$ cat src/rtl/debug_snapshot_streamer.sv
// Purpose: latch a packed debug snapshot on a capture pulse and stream it as header, MSB-first data bytes, and an XOR checksum.
// Latency: first byte is valid 1 cycle after capture; with ready held high a frame of NBYTES+EN_HDR+EN_CKSUM bytes takes that many cycles.
// Backpressure: valid/ready; o_tx_data is held while valid and not ready. A capture while busy is dropped and flagged on o_overrun.
//
// Ports:
//   clk, i_reset       clock, asynchronous active-high reset
//   i_capture          1-cycle pulse: latch i_snapshot and start a frame (only honoured in IDLE)
//   i_snapshot         NB_SNAP-bit debug vector
//   i_clr_overrun      clears the sticky o_overrun flag
//   i_tx_ready         sink accepts o_tx_data this cycle
//   o_tx_data/valid    current byte and its valid
//   o_busy             frame in progress
//   o_done             1-cycle pulse the cycle after the last byte is accepted
//   o_overrun          sticky: capture arrived while busy
module debug_snapshot_streamer #(
    parameter int unsigned NB_SNAP  = 304,
    parameter int unsigned EN_HDR   = 1,
    parameter logic [7:0]  HDR_BYTE = 8'hA5,
    parameter int unsigned EN_CKSUM = 1
) (
    input  logic               clk,
    input  logic               i_reset,
    input  logic               i_capture,
    input  logic [NB_SNAP-1:0] i_snapshot,
    input  logic               i_clr_overrun,
    input  logic               i_tx_ready,
    output logic [7:0]         o_tx_data,
    output logic               o_tx_valid,
    output logic               o_busy,
    output logic               o_done,
    output logic               o_overrun
);

    localparam int unsigned NBYTES = NB_SNAP / 8;
    // One spare bit so the index can step past the last byte without wrapping.
    localparam int unsigned IDXW = $clog2(NBYTES) + 1;
    localparam logic [IDXW-1:0] LAST_IDX = IDXW'(NBYTES - 1);

    typedef enum logic [1:0] {
        IDLE,
        HDR,
        DATA,
        CKS
    } state_t;

    state_t             state;
    state_t             stateNext;
    logic [NB_SNAP-1:0] snapReg;
    logic [IDXW-1:0]    byteIdx;
    logic [7:0]         cksum;
    logic [7:0]         dataByte;
    logic               startFrame;
    logic               frameEnd;

    // Every non-IDLE state presents a byte, so valid and busy are pure state decodes.
    assign o_tx_valid = (state != IDLE);
    assign o_busy     = (state != IDLE);

    // Byte idx counted from the most significant end of the snapshot.
    always_comb begin
        dataByte = 8'h00;
        for (int unsigned b = 0; b < NBYTES; b++) begin
            if (byteIdx == IDXW'(b)) begin
                dataByte = snapReg[8*(NBYTES-1-b) +: 8];
            end
        end
    end

    always_ff @(posedge clk or posedge i_reset) begin
        if (i_reset) begin
            state <= IDLE;
        end else begin
            state <= stateNext;
        end
    end

    always_comb begin
        stateNext  = state;
        o_tx_data  = 8'h00;
        startFrame = 1'b0;
        frameEnd   = 1'b0;
        case (state)
            IDLE: begin
                if (i_capture) begin
                    startFrame = 1'b1;
                    stateNext  = (EN_HDR != 0) ? HDR : DATA;
                end
            end
            HDR: begin
                o_tx_data = HDR_BYTE;
                if (i_tx_ready) begin
                    stateNext = DATA;
                end
            end
            DATA: begin
                o_tx_data = dataByte;
                if (i_tx_ready && (byteIdx == LAST_IDX)) begin
                    if (EN_CKSUM != 0) begin
                        stateNext = CKS;
                    end else begin
                        stateNext = IDLE;
                        frameEnd  = 1'b1;
                    end
                end
            end
            CKS: begin
                o_tx_data = cksum;
                if (i_tx_ready) begin
                    stateNext = IDLE;
                    frameEnd  = 1'b1;
                end
            end
            default: begin
                stateNext = IDLE;
            end
        endcase
    end

    always_ff @(posedge clk or posedge i_reset) begin
        if (i_reset) begin
            snapReg   <= '0;
            byteIdx   <= '0;
            cksum     <= 8'h00;
            o_done    <= 1'b0;
            o_overrun <= 1'b0;
        end else begin
            o_done <= frameEnd;

            if (startFrame) begin
                snapReg <= i_snapshot;
                cksum   <= 8'h00;
                byteIdx <= '0;
            end else if ((state == DATA) && i_tx_ready) begin
                cksum   <= cksum ^ dataByte;
                byteIdx <= byteIdx + IDXW'(1);
            end

            // A dropped capture must not be lost to a simultaneous clear.
            if (i_capture && (state != IDLE)) begin
                o_overrun <= 1'b1;
            end else if (i_clr_overrun) begin
                o_overrun <= 1'b0;
            end
        end
    end

endmodule

$ cat config.mk
export PLATFORM = sky130hd
export DESIGN_NAME = debug_snapshot_streamer
export DESIGN_NICKNAME = d
export VERILOG_FILES = /design/src/rtl/debug_snapshot_streamer.sv
export SDC_FILE = /design/constraint.sdc
export NUM_CORES = 1
export LEC_CHECK = 0
export CAP_MARGIN = 20
export CORE_ASPECT_RATIO = 0.6
export CORE_MARGIN = 4
export CORE_UTILIZATION = 57
export DETAILED_ROUTE_END_ITERATION = 10
export GPL_TIMING_DRIVEN = 0
export PLACE_DENSITY_LB_ADDON = 0.2
export SLEW_MARGIN = 20
export SYNTH_ARGS = -nofsm -noshare
export SYNTH_HDL_FRONTEND = slang
export SYNTH_SLANG_ARGS = --single-unit
export TNS_END_PERCENT = 20
$ cat constraint.sdc
create_clock -name clk -period 32.8 [get_ports clk]
set_input_delay 4.92 -clock clk [delete_from_list [all_inputs] [get_ports clk]]
set_output_delay 4.92 -clock clk [all_outputs]
set_load 0.01 [all_outputs]
==> flow_summary.yaml <==
place:
  globalplace.congestion: 1.03
  post-dp-hpwl_um: 50800
  numPortBuffers: 320
  dp_cells: 2777
clocking:
  cts.reportedPaths.clkPinSlew_ns: 0.07
  cts_buffers: 28
  ctsResizeCount: 0
  cts_hold_buf: 0
  clockRootBuffer: "clkbuf_16"
  post_cts_buffers: 0
  clkLatencyLatePin_ns: 0.59
  cts_sinks: 323
  clock_path_buffers: 3
  ctsHtreeMaxLevel: 1
  cts_tree: "yes"
final_layout:
  instances_no_fill: 2828
  areaGrowthSynthToFinish_pct: 28.8
  n_antenna_cell: 0
  seq_area_um2: 8080
  final_common_cell: "nand2_1"
  drive_gt1_share_pct: 4.40
  fin_util_pct: 74.3
  multi_input_area_um2: 7880
  layout_common_cells: "nand2_1 (1004), dfrtp_1 (323), clkdlybuf4s50_1 (320)"
  nFillCells: 2042
  nets: 2750
pwr:
  power_density_nw_per_um2: 78.8
  ir_worst_vdd_uv: 67.0
  p_leak_nw: 10.2
setup_path:
  worstSetupPathType: "reg2out"
  max_stage_delay_ns: 1.03
  path_delay_family: "buffers and inverters"
  arrival_ns: 5.94
  cp_max_fo: 10
  start_kind: "flop"
  cp_slowest_cell: "nor4_1"
  required_ns: 27.88
  end_kind: "primary output"
  cp_num_buf_inv: 4
  path_cells: "inv_1 -> ha_1 -> clkbuf_1 -> and2_1 -> buf_1 -> a2111oi_0 -> nor4_1 -> o211a_1 -> o21ai_0 -> o2111ai_1 -> nand3_1 -> a21oi_1 -> clkdlybuf4s50_1"
sta:
  finalSetupViolations: 0
  hold_viol_final: 0
  fin_crit_ns: 10.86
  rsz0062_at_grt: "no"
  skew_ns: 0.0167
  setup-tns-final_ns: 0
  worstMarginPinSlew_ns: 1.22
  slew_headroom_pct: 18.1
  slew_violations: 0
  whs_ns: 0.482
  fmax_mhz: 92.1
  fin_crit_sh_pct: 33.1
route:
  firstDrtPassIters: 6
  ant_nets: 0
  avgViaCountPerCell: 6.42
  drc_errors: 0
  via_count: 18200
  avgRoutedWirePerCell_um: 23.9
  drt_wl_total_um: 67600
  dr.first_iter.drc_count: 2804
yosys:
  synth_cell_type_count: 87
  synth_top_area_share_pct: 48.8
  synthArstFlopShare_pct: 100
  yosys_warnings: 0
  synth_largest_area_cell: "dfrtp_1"
  synth.ff_latch_count: 323
  synth_cells: 2079
  synth_area_um2: 16600
  synthTopCellsByArea: "dfrtp_1 (49%), nand2_1 (23%), nor2_1 (2.2%)"
  synth_area_per_cell_um2: 7.97
  synth_edf_count: 0
  synthesis.nets: 2397
  synth-seq-area-share_pct: 48.8
  synth_flop_cell: "dfrtp_1"
worst_hold_path:
  hp-class: "reg2reg"
global_routing:
  grt.overflow.total: 0
  grt_pass1_vias: 17500
  grt_max_degree: 114
  grt_usage_pct: 41.0
  antenna_found_initial: 1
  grt_pass1_wl_um: 102000
floorplan:
  die_x_um: 228
  die_h_um: 140
  coreArea_um2: 28700
  start_util_pct: 57.7
  rows: 48
  pin_count: 321
  dieArea_um2: 31900
job:
  drv_cap: 0
outcome:
  status: "complete, no violations"
[cell type report]
cell class,instances,share of cell area [%]
Sequential cell,323,37.9
Multi-Input combinational cell,1618,36.9
Timing Repair Buffer,323,15.4
Clock buffer,40,3.88
Buffer,129,2.68
Tap cell,375,2.20
Clock inverter,11,0.792
Inverter,9,0.194
[Yosys cell counts (16+ instances only)]
master     instances
clkbuf_1          96
dfrtp_1          323
a21oi_1           32
a2111oi_0         16
o22ai_1           19
nor3_1            50
buf_2             21
nand3_1           42
o21ai_0           38
a221oi_1          24
nand2_1         1004
nor2_1            99
[per-stage QoR]
step	power [W]	setup WS, ns	area (µm²)
detailed placement	0.00127	22.95	20300
floorplan	0.00101	18.94	16600
CTS	0.00165	22.34	21300
finish	0.00168	21.94	21300
global placement	0.00124	15.65	20200
global route	0.00175	21.98	21300
[worst min-delay path: stages, from the launching register on]
cell	delay [ns]
dfrtp_1	0.34
nand2_1	0.05
nand2_1	0.06
[power breakdown]
group	internal, W	leakage (nW)	total [W]	switching (W)
combinational	0.000203	5.66	0.000567	0.000364
clock	0.000207	0.487	0.000369	0.000162
sequential	0.000582	4.04	0.000744	0.000163
[cells by family (layout without fill, tap and decap cells)]
logic type / Yosys count / in the layout / synth area share [%]
AO/OA/AOI/OAI: 288 / 288 / 13.0
XOR/XNOR: 6 / 6 / 0.317
adder cells (fa/ha/maj): 9 / 9 / 0.680
buffers and inverters: 138 / 512 / 3.65
flip-flops: 323 / 323 / 48.8
multiplexers: 5 / 5 / 0.302
AND/OR/NAND/NOR: 1310 / 1310 / 33.2
[registers in the layout, indices dropped and copies added, names as in the netlist]
signal	cells
byteIdx	7
cksum	8
o_done	1
o_overrun	1
snapReg	304
state	2
[routing by layer]
metal | wire length (µm) | part of all wire, % | track usage (%)
met3 | 9690 | 14 | 14.4
met5 | 13 | 0.019 | 0
met2 | 28500 | 42 | 60.5
met1 | 27200 | 40 | 58.6
met4 | 2170 | 3.2 | 10.1
[worst paths after layout]
path | from | to | slack, ns | cells past startpoint
worst min register to register | snapReg[294] | snapReg[294] | 0.48 | 2
max in group asynchronous | i_reset | snapReg[34] | 27.17 | 3
worst max-delay path | byteIdx[0] | o_tx_data[4] | 21.94 | 13
worst min-delay path | snapReg[294] | snapReg[294] | 0.48 | 2
min in group asynchronous | i_reset | snapReg[203] | 4.74 | 2
worst max register to register | byteIdx[0] | cksum[0] | 27.79 | 11
(Power assumes the default switching activity.)
